`src/rtl/fm_demod_pkg.sv`:
```
// Shared definitions for the FM period demodulator.
// Holds the zero-crossing sign state encoding, the helper that gives the
// divider iteration count, and the default dividend width.
package fm_demod_pkg;

   // Sign tracker state. UNK means no valid sign is known yet, either after
   // reset or after a timeout.
   typedef enum logic [1:0] {
      SIGN_UNK = 2'd0,
      SIGN_NEG = 2'd1,
      SIGN_POS = 2'd2
   } sign_t;

   // The dividend is 2^(nbits_phase+avg_log2). It needs nbits_phase+avg_log2+1
   // bits, and the restoring divider retires one of those bits per clock.
   function automatic int div_cycles(input int nbits_phase, input int avg_log2);
      return nbits_phase + avg_log2 + 1;
   endfunction

   // Dividend width for the default configuration (18-bit phase, no averaging).
   localparam int DIVIDEND_W = div_cycles(18, 0);

endpackage

```
`src/rtl/seq_divider.sv`:
```
// Unsigned restoring divider that produces one quotient bit per clock.
// Ports:
//  clock, reset   system clock, synchronous active-high reset
//  start          load dividend/divisor and begin (ignored while abort is high)
//  abort          drop any divide in progress, no done pulse
//  dividend       DVD_W-bit unsigned dividend
//  divisor        DSR_W-bit unsigned divisor (caller guarantees non-zero)
//  busy           high while iterations remain
//  done           one-clock pulse when quotient is final
//  quotient       DVD_W-bit quotient, valid while done is high
module seq_divider
   import fm_demod_pkg::*;
#(
   parameter int DVD_W = DIVIDEND_W,
   parameter int DSR_W = 16
) (
   input  logic             clock,
   input  logic             reset,
   input  logic             start,
   input  logic             abort,
   input  logic [DVD_W-1:0] dividend,
   input  logic [DSR_W-1:0] divisor,
   output logic             busy,
   output logic             done,
   output logic [DVD_W-1:0] quotient
);

   localparam int CW = $clog2(DVD_W + 1);

   logic [DSR_W-1:0] rem;
   logic [DVD_W-1:0] q_shift;
   logic [DSR_W-1:0] dsr;
   logic [CW-1:0]    steps;
   logic [DSR_W:0]   rem_sh;
   logic             ge;

   // The partial remainder always stays below the divisor, so one extra bit
   // is enough to hold it after shifting in the next dividend bit.
   always_comb begin
      rem_sh = {rem, q_shift[DVD_W-1]};
      ge     = (rem_sh >= {1'b0, dsr});
   end

   // The dividend shifts out of the top of q_shift while quotient bits shift
   // in at the bottom, so after DVD_W steps q_shift holds the quotient.
   always_ff @(posedge clock) begin
      if (reset) begin
         busy    <= 1'b0;
         done    <= 1'b0;
         rem     <= '0;
         q_shift <= '0;
         dsr     <= '0;
         steps   <= '0;
      end else begin
         done <= 1'b0;
         if (abort) begin
            busy <= 1'b0;
         end else if (start) begin
            busy    <= 1'b1;
            rem     <= '0;
            q_shift <= dividend;
            dsr     <= divisor;
            steps   <= CW'(DVD_W);
         end else if (busy) begin
            rem     <= ge ? DSR_W'(rem_sh - {1'b0, dsr}) : rem_sh[DSR_W-1:0];
            q_shift <= {q_shift[DVD_W-2:0], ge};
            steps   <= steps - 1'b1;
            if (steps == CW'(1)) begin
               busy <= 1'b0;
               done <= 1'b1;
            end
         end
      end
   end

   assign quotient = q_shift;

endmodule

```
`src/rtl/fm_period_demod.sv`:
```
// FM period demodulator: measures the number of samples between rising zero
// crossings and converts that period to the equivalent DDS phase increment,
// 2^NBITS_PHASE / period.
// Ports:
//  clock, reset   system clock, synchronous active-high reset
//  enableclk      sample strobe, insample is valid only when high
//  insample       32-bit signed sample
//  phaseinc_out   estimated phase increment, held between updates
//  period_out     last summed period in samples (saturating)
//  valid          one-clock pulse when phaseinc_out/period_out update
//  locked         high after a good estimate, cleared by timeout
//  timeout        one-clock pulse with valid when the period counter saturates
//  overrun        sticky, a period closed while the divider was still busy
module fm_period_demod
   import fm_demod_pkg::*;
#(
   parameter int NBITS_PHASE = 18,
   parameter int CNT_W       = 16,
   parameter int AVG_LOG2    = 0,
   parameter int HYST        = 1024
) (
   input  logic               clock,
   input  logic               reset,
   input  logic               enableclk,
   input  logic signed [31:0] insample,
   output logic [31:0]        phaseinc_out,
   output logic [CNT_W-1:0]   period_out,
   output logic               valid,
   output logic               locked,
   output logic               timeout,
   output logic               overrun
);

   localparam int DIV_W = div_cycles(NBITS_PHASE, AVG_LOG2);
   localparam int SUM_W = CNT_W + AVG_LOG2;
   localparam int NW    = (AVG_LOG2 > 0) ? AVG_LOG2 : 1;
   localparam logic [NW-1:0]     LAST_IDX = NW'((1 << AVG_LOG2) - 1);
   localparam logic [CNT_W-1:0]  CNT_MAX  = '1;
   localparam logic [DIV_W-1:0]  DIVIDEND = {1'b1, {(DIV_W-1){1'b0}}};
   localparam logic signed [31:0] HYST_POS = 32'(HYST);
   localparam logic signed [31:0] HYST_NEG = -HYST_POS;

   sign_t            state;
   sign_t            state_next;
   logic             is_pos;
   logic             is_neg;
   logic             armed;
   logic [CNT_W-1:0] cnt;
   logic [SUM_W-1:0] acc;
   logic [NW-1:0]    acc_n;
   logic [SUM_W-1:0] div_sum;
   logic [SUM_W:0]   sum_wide;
   logic [SUM_W-1:0] sum_sat;
   logic             timeout_fire;
   logic             crossing;
   logic             last_period;
   logic             div_start;
   logic             div_busy;
   logic             div_done;
   logic [DIV_W-1:0] div_quotient;
   logic [63:0]      q_wide;
   logic [31:0]      phase_next;
   logic [CNT_W-1:0] period_sat;

   // Hysteresis thresholds and the event decodes. A timeout on this sample
   // suppresses any crossing so the re-arm path is the only one taken.
   always_comb begin
      is_pos       = (insample >= HYST_POS);
      is_neg       = (insample <= HYST_NEG);
      timeout_fire = enableclk && armed && (cnt == CNT_MAX);
      crossing     = enableclk && !timeout_fire && (state == SIGN_NEG) && is_pos;
      last_period  = (acc_n == LAST_IDX);
      div_start    = crossing && armed && last_period && !div_busy;
      sum_wide     = {1'b0, acc} + (SUM_W+1)'(cnt);
      sum_sat      = sum_wide[SUM_W] ? '1 : sum_wide[SUM_W-1:0];
   end

   // Sign tracker next state. Only a NEG to POS move counts as a crossing;
   // leaving UNK just establishes the sign.
   always_comb begin
      state_next = state;
      if (enableclk) begin
         if (timeout_fire) begin
            state_next = SIGN_UNK;
         end else begin
            case (state)
               SIGN_UNK: begin
                  if (is_pos)      state_next = SIGN_POS;
                  else if (is_neg) state_next = SIGN_NEG;
               end
               SIGN_POS: if (is_neg) state_next = SIGN_NEG;
               SIGN_NEG: if (is_pos) state_next = SIGN_POS;
               default:  state_next = SIGN_UNK;
            endcase
         end
      end
   end

   // Sign tracker state register.
   always_ff @(posedge clock) begin
      if (reset) state <= SIGN_UNK;
      else       state <= state_next;
   end

   // Period counter and accumulator. The first crossing after reset or a
   // timeout only arms the counter. A completed sum is handed to the divider
   // if it is idle, otherwise it is dropped and overrun is latched.
   always_ff @(posedge clock) begin
      if (reset) begin
         armed   <= 1'b0;
         cnt     <= '0;
         acc     <= '0;
         acc_n   <= '0;
         div_sum <= '0;
         overrun <= 1'b0;
      end else if (timeout_fire) begin
         armed <= 1'b0;
         cnt   <= '0;
         acc   <= '0;
         acc_n <= '0;
      end else if (crossing) begin
         cnt <= CNT_W'(1);
         if (!armed) begin
            armed <= 1'b1;
            acc   <= '0;
            acc_n <= '0;
         end else if (last_period) begin
            acc   <= '0;
            acc_n <= '0;
            if (div_busy) overrun <= 1'b1;
            else          div_sum <= sum_sat;
         end else begin
            acc   <= sum_sat;
            acc_n <= acc_n + 1'b1;
         end
      end else if (enableclk && armed && (cnt != CNT_MAX)) begin
         cnt <= cnt + 1'b1;
      end
   end

   seq_divider #(
      .DVD_W (DIV_W),
      .DSR_W (SUM_W)
   ) u_div (
      .clock    (clock),
      .reset    (reset),
      .start    (div_start),
      .abort    (timeout_fire),
      .dividend (DIVIDEND),
      .divisor  (sum_sat),
      .busy     (div_busy),
      .done     (div_done),
      .quotient (div_quotient)
   );

   // Saturate the quotient to 32 bits and the summed period to CNT_W bits.
   always_comb begin
      q_wide     = 64'(div_quotient);
      phase_next = (q_wide > 64'h0000_0000_FFFF_FFFF) ? 32'hFFFF_FFFF : q_wide[31:0];
      period_sat = ({1'b0, div_sum} > (SUM_W+1)'(CNT_MAX)) ? CNT_MAX : CNT_W'(div_sum);
   end

   // Result registers. Timeout wins over a simultaneous divider result so
   // only a single valid pulse is ever issued.
   always_ff @(posedge clock) begin
      if (reset) begin
         phaseinc_out <= '0;
         period_out   <= '0;
         valid        <= 1'b0;
         locked       <= 1'b0;
         timeout      <= 1'b0;
      end else begin
         valid   <= 1'b0;
         timeout <= 1'b0;
         if (timeout_fire) begin
            phaseinc_out <= '0;
            period_out   <= '1;
            valid        <= 1'b1;
            timeout      <= 1'b1;
            locked       <= 1'b0;
         end else if (div_done) begin
            phaseinc_out <= phase_next;
            period_out   <= period_sat;
            valid        <= 1'b1;
            locked       <= 1'b1;
         end
      end
   end

endmodule

```
`config.mk`:
```
export PLATFORM = sky130hd
export DESIGN_NAME = fm_period_demod
export DESIGN_NICKNAME = d
export VERILOG_FILES = /design/src/rtl/fm_demod_pkg.sv /design/src/rtl/seq_divider.sv /design/src/rtl/fm_period_demod.sv
export SDC_FILE = /design/constraint.sdc
export NUM_CORES = 1
export LEC_CHECK = 0
export CORE_MARGIN = 3
export CORE_UTILIZATION = 25
export CTS_BUF_LIST = sky130_fd_sc_hd__clkbuf_2
export DETAILED_ROUTE_END_ITERATION = 8
export PLACE_DENSITY = 0.4
export SKIP_LAST_GASP = 1
export SLEW_MARGIN = 25
export SYNTH_ARGS = -nofsm -noshare
export SYNTH_HDL_FRONTEND = slang
export SYNTH_HIERARCHICAL = 1
export SYNTH_SLANG_ARGS = --single-unit
export TNS_END_PERCENT = 100
```
`constraint.sdc`:
```
create_clock -name clock -period 3 [get_ports clock]
set_input_delay 0.3 -clock clock [delete_from_list [all_inputs] [get_ports clock]]
set_output_delay 0.3 -clock clock [all_outputs]
set_load 0.02 [all_outputs]
```
==> impl_metrics.tcl, run 1 <==
set metrics [dict create \
    status "complete, no violations" \
    path_max_fanout 16 \
    finalCritPeriodShare 0.9071 \
    num_io_pins 87 \
    min_period_ps 2721 \
    cpMostUsedCell "o21ai_1" \
    antenna_found_initial 1 \
    num_rows 58 \
    r2r_setup_slack_ps 280 \
    leakage_uw 0.002710 \
    worst_hold_path_type "reg2reg" \
    cp_cell_sequence "inv_1 -> ha_1 -> a21oi_2 -> o21ai_1 -> a31oi_1 -> o21ai_1 -> a31oi_4 -> buf_4 -> mux2i_1 -> o21ai_0" \
    drc 0 \
    total_power_uw 3032 \
    dr_wl_met2_microns 7337 \
    multi_input_area_sq_um 3583 \
    areaGrowthSynthToFinish_pct 23.85 \
    fmax_mhz 367.5 \
    cts-root-buf "clkbuf_2" \
    ys_warn_count 6 \
    dp_hpwl_microns 11770 \
    grt_setup_unrepaired "false" \
    worst-slew-pin-transition_ps 612.8 \
    min_from "u_div/dsr[4]" \
    hold_depth 2 \
    mostFrequentLayoutCells "dfxtp_1, nor2_1, mux2i_1" \
    synthArstFlopShare 0 \
    routedWlPerCell_microns 13.79 \
    dieArea_sq_um 27860 \
    criticalPathCategory "reg2reg" \
    grt_first_pass_wirelength_microns 28060 \
    r2r.worst_path.cells 10 \
    hold_viol_final 0 \
    drt_first_pass_iters 4 \
    syn_area_sq_um 6474 \
    finClkSkew_ps 33.58 \
    insertion_delay_ps 680 \
    final.setup.tns_ps 0 \
    numClockSinks 132 \
    grt_pass1_vias 5507 \
    io_buffers 73 \
    worstReg2RegStart "u_div/dsr[12]" \
    r2r-end "u_div/rem[7]" \
    cp_slowest_cell "a31oi_4" \
    power_density_nw_per_um2 378.1 \
    layout_commonest_cell "dfxtp_1" \
    wl_microns 16390 \
    end_kind "flip-flop" \
    start_kind "flip-flop" \
    synth_top_area_cell "dfxtp_1" \
    grt_max_degree 38 \
    ctsHtreeMaxLevel 4 \
    cp_data_arrival_time_ps 3280 \
    clk_pin_slew_worst_paths_ps 200 \
    drtAntennaViolNets 0 \
    numCtsBuffers 17 \
    start_util 0.2556 \
    max_stage_delay_ps 440 \
    ys_ff_latch 132 \
    synthTopCellsByArea "dfxtp_1, mux2i_1, nor2_1" \
    hold_end "u_div/dsr[4]" \
    place_congestion 0.7875 \
    core-area_sq_um 25330 \
    die_x_microns 166.9 \
    synth_area_per_cell_sq_um 8.784 \
    synthDistinctLibCells 57 \
    cap_violations 0 \
    via_count 5330 \
    cp.required_ps 3560 \
    grt_usage 0.1203 \
    maxSlewViolCount 0 \
    vias_per_cell 4.487 \
    ys_seq_area_frac 0.4082 \
    relSlewSlack 0.5915 \
    yosys_most_used_dff "dfxtp_1" \
    crit_family "compound AO/OA/AOI/OAI gates" \
    synth_edf_count 0 \
    drive_gt1_frac 0.08985 \
    highest_layer "met4" \
    met1_length_microns 8331 \
    fillers 2707 \
    grt_overflow 0 \
    layout.nets 900 \
    clock_path_buffers 2 \
    regArea_sq_um 2644 \
    ir_drop_mv 0.1636 \
    cts_tree "built" \
    synth_cells 737 \
    setup_viol 0 \
    route.met3.wl_microns 554 \
    drtIter0Drc 254 \
    netlist.area_leader.share 0.4082 \
    crit_buf_inv 2 \
    die_height_microns 166.9 \
]
registers in the layout (all words and copies together) (netlist names):
register	cells
period_out	16
u_div/rem	16
u_div/done	1
armed	1
locked	1
u_div/steps	5
u_div/quotient	19
valid	1
timeout	1
u_div/busy	1
state	2
overrun	1
u_div/dsr	16
div_sum	16
cnt	16
phaseinc_out	19
power breakdown:
part	internal, uW	switching (uW)	leakage, uW
combinational	69.5	80.4	0.00152
sequential	1760	4.53	0.00106
clock	385	730	0.000128
kinds of logic (layout without fill, tap and decap cells):
family | count (synthesis) | count (layout) | synth area share
other | 2 | 33 | 0.001160
multiplexers | 75 | 75 | 0.1160
adder cells (fa/ha/maj) | 20 | 20 | 0.03981
AO/OA/AOI/OAI | 141 | 141 | 0.1477
buffers and inverters | 79 | 169 | 0.05702
flip-flops | 132 | 132 | 0.4082
XOR/XNOR | 29 | 29 | 0.03924
AND/OR/NAND/NOR | 259 | 259 | 0.1910
area by class of cell:
class                   instances  area share
diodes                          1   0.0003121
clock buffers                  17     0.01061
clock inverters                14     0.01919
inverters                      28     0.01311
multi-input cells             556      0.4469
flip-flops and latches        132      0.3297
well taps                     330     0.05150
repair buffers                110      0.1286
repair_timing:
item                                   4_1_cts  5_1_grt
hold buffers                                 1        0
endpoints found under the hold margin        2        0
setup buffers                                0        0
gates resized for setup                      0        0
Yosys cell counts (2+ instances only):
library cell and instances:
a211oi_1 24, a21o_1 6, a21oi_1 52, a21oi_2 2, a31oi_1 2, a32oi_1 5, and4_1 3, buf_1 5
buf_2 7, buf_4 13, buf_6 2, clkbuf_1 24, conb_1 2, dfxtp_1 132, ha_1 19, inv_1 28
mux2i_1 75, nand2_1 63, nand2b_1 43, nand3_1 21, nand3b_1 2, nand4_1 10, nor2_1 81, nor2b_1 4
nor3_1 11, nor4_1 11, o21a_1 3, o21ai_0 16, o21ai_1 5, o311ai_1 6, o31a_1 2, o31ai_1 3
or3_1 3, or4_1 2, xnor2_1 15, xor2_1 14
per-layer routing:
layer  global-route usage  vias to the layer above
li1                     -                     2758
met1               0.1669                     2490
met2               0.1903                       72
met3              0.02730                       10
met4              0.02905                        0
met5                    0                        -
tightest hold or removal path, stage by stage (launching register included):
cell and delay (ps):
dfxtp_1 350, nand2_1 50, a21oi_1 50
metrics by stage:
step | utilization | cell area (sq um) | worst slack (ps) | cells | hold slack (ps)
floorplan | - | 6586 | 283.8 | 767 | 436.3
global placement | 0.3066 | 7766 | 81.16 | 1155 | 446.4
detailed placement | 0.3066 | 7766 | 44.92 | 1155 | 450.3
CTS | 0.3165 | 8015 | 252.2 | 1187 | 394.9
global route | 0.3166 | 8018 | 37.03 | 1188 | 476.8
finish | 0.3166 | 8018 | 278.7 | 1188 | 470.0
worst max-delay path by stage:
stage / startpoint / endpoint / slack (ps) / cells past startpoint
global route: u_div/dsr[12] / u_div/rem[7] / 40 / 10
detailed placement: insample[21] / u_div/rem[6] / 40 / 7
floorplan: cnt[0] / u_div/rem[4] / 280 / 13
CTS: u_div/dsr[12] / u_div/rem[7] / 250 / 10
finish: u_div/dsr[12] / u_div/rem[7] / 280 / 10
global placement: insample[21] / u_div/rem[4] / 80 / 7
No activity file was read; power rests on OpenSTA's default activity.
==> run 2: changes to the inputs <==
MAX_ROUTING_LAYER = met4   (was not set)
==> run 2 against run 1 <==
  * Hold slack barely moved
  * Sequential power barely moved
  * Flip-flop and latch count did not move
  * Maximum frequency rose by 1.2%
  * Die area did not move
  * Combinational power barely moved
  * Power barely moved
  * Sequential share of layout area did not move
  * Utilization did not move
  * Critical endpoint unchanged
  * Largest cell class unchanged
  * Largest power group unchanged
  * Highest routed layer unchanged
==> impl_metrics.tcl, run 2 (synthesized netlist as in run 1, its figures left out) <==
set metrics [dict create \
    finalCritPeriodShare 0.8963 \
    wl_microns 16380 \
    num_io_pins 87 \
    grt_first_pass_wirelength_microns 28070 \
    power_density_nw_per_um2 378.1 \
    path_max_fanout 16 \
    dp_hpwl_microns 11770 \
    clock_path_buffers 2 \
    fmax_mhz 371.9 \
    drtIter0Drc 247 \
    seqPwrFrac 0.583 \
    areaGrowthSynthToFinish_pct 23.85 \
    start_util 0.2556 \
    dr_wl_met2_microns 7376 \
    cts_setup_buffers 0 \
    cpMostUsedCell "o21ai_1" \
    layout_commonest_cell "dfxtp_1" \
    drtAntennaViolNets 0 \
    fin_util 0.3166 \
    die_x_microns 166.9 \
    criticalPathCategory "reg2reg" \
    cts.repair.resized 0 \
    antenna_found_initial 1 \
    combPwrFrac 0.049 \
    cts-root-buf "clkbuf_2" \
    final.setup.tns_ps 0 \
    grt_setup_unrepaired "false" \
    grt_pass1_vias 5508 \
    crit_family "compound AO/OA/AOI/OAI gates" \
    ir_drop_mv 0.1636 \
    layout.nets 900 \
    stdcell_count 1188 \
    status "complete, no violations" \
    worst-slew-pin-transition_ps 610.1 \
    grt_max_degree 38 \
    postCtsHoldBufs 1 \
    numCtsBuffers 17 \
    power_switching_uw 814.0 \
    highest_layer "met4" \
    setup_viol 0 \
    place_congestion 0.7989 \
    cp_slowest_cell "a31oi_4" \
    io_buffers 73 \
    die_height_microns 166.9 \
    finClkSkew_ps 35.60 \
    core-area_sq_um 25330 \
    worst_hold_path_type "reg2reg" \
    swShare 0.2685 \
    p_int_uw 2217 \
    drc 0 \
    grt_overflow 0 \
    cts_tree "built" \
    drt_first_pass_iters 4 \
    clk_pin_slew_worst_paths_ps 200 \
    num_rows 58 \
    dieArea_sq_um 27860 \
    vias_per_cell 4.474 \
    via_count 5315 \
    numClockSinks 132 \
    ctsHtreeMaxLevel 4 \
    p_clk_frac 0.368 \
    hold_viol_final 0 \
    max_stage_delay_ps 440 \
    drive_gt1_frac 0.08985 \
    mostFrequentLayoutCells "dfxtp_1, nor2_1, mux2i_1" \
    grt_usage 0.1241 \
    routedWlPerCell_microns 13.79 \
    cp.required_ps 3560 \
    met1_length_microns 8348 \
    leakage_uw 0.002710 \
    end_kind "flip-flop" \
    cp_cell_sequence "inv_1 -> ha_1 -> a21oi_2 -> o21ai_1 -> a31oi_1 -> o21ai_1 -> a31oi_4 -> buf_4 -> mux2i_1 -> o21ai_0" \
    relSlewSlack 0.5932 \
    dp.cells 1155 \
    cap_violations 0 \
    route.met3.wl_microns 507 \
    maxSlewViolCount 0 \
    cp_data_arrival_time_ps 3240 \
    insertion_delay_ps 670 \
    crit_buf_inv 2 \
    min_period_ps 2689 \
    start_kind "flip-flop" \
]
-- run 2: cell counts in the layout (fill, tap and decap cells not counted) --
No cell type changed its count.
-- run 2: metrics by stage --
stage          hold slack (ps)  total power [uW]  worst slack, ps  area (sq um)
6_report                 470.0              3031            311.2          8018
5_1_grt                  463.7              3195            39.84          8018
4_1_cts                  394.9              3115            252.2          8015
3_5_place_dp             450.3              1951            44.92          7766
3_3_place_gp             446.4              1952            81.16          7766
2_1_floorplan            436.3              1887            283.8          6586
-- run 2: layout make-up --
class / count / area [sq um]
sequential: 132 / 2644
clock inverter: 14 / 153.9
timing repair buffer: 110 / 1031
fill: 2707 / 17310
antenna: 1 / 2.502
clock buffer: 17 / 85.08
tap: 330 / 412.9
inverter: 28 / 105.1
multi-input combinational: 556 / 3583
-- run 2: path summary, 6_finish.rpt --
check             depth (start not counted)  slack [ps]            to           from
setup reg to reg                         10         310  u_div/rem[7]  u_div/dsr[12]
hold reg to reg                           2         470  u_div/dsr[4]   u_div/dsr[4]
hold / removal                            2         470  u_div/dsr[4]   u_div/dsr[4]
setup / recovery                         10         310  u_div/rem[7]  u_div/dsr[12]
-- run 2: worst register-to-register path, cell delays in order, from the launching register on --
cell and delay, ps:
dfxtp_1 380, inv_1 50, ha_1 390, a21oi_2 220
o21ai_1 90, a31oi_1 230, o21ai_1 170, a31oi_4 440
buf_4 320, mux2i_1 240, o21ai_0 90
-- run 2: power groups by stage --
| stage | Sequential (uW) | Combinational (uW) | Clock, uW |
|---|---|---|---|
| after floorplan | 1800 | 86.7 | 0 |
| after global placement | 1800 | 150 | 0 |
| after detailed placement | 1800 | 150 | 0 |
| after CTS | 1770 | 152 | 1190 |
| after global routing | 1770 | 164 | 1260 |
| final | 1770 | 150 | 1110 |
-- run 2: layer usage --
metal  up-vias  track usage
li1       2753            -
met1      2478       0.1681
met2        76       0.1905
met3         8      0.02635
met4         0      0.02905
met5         -            -
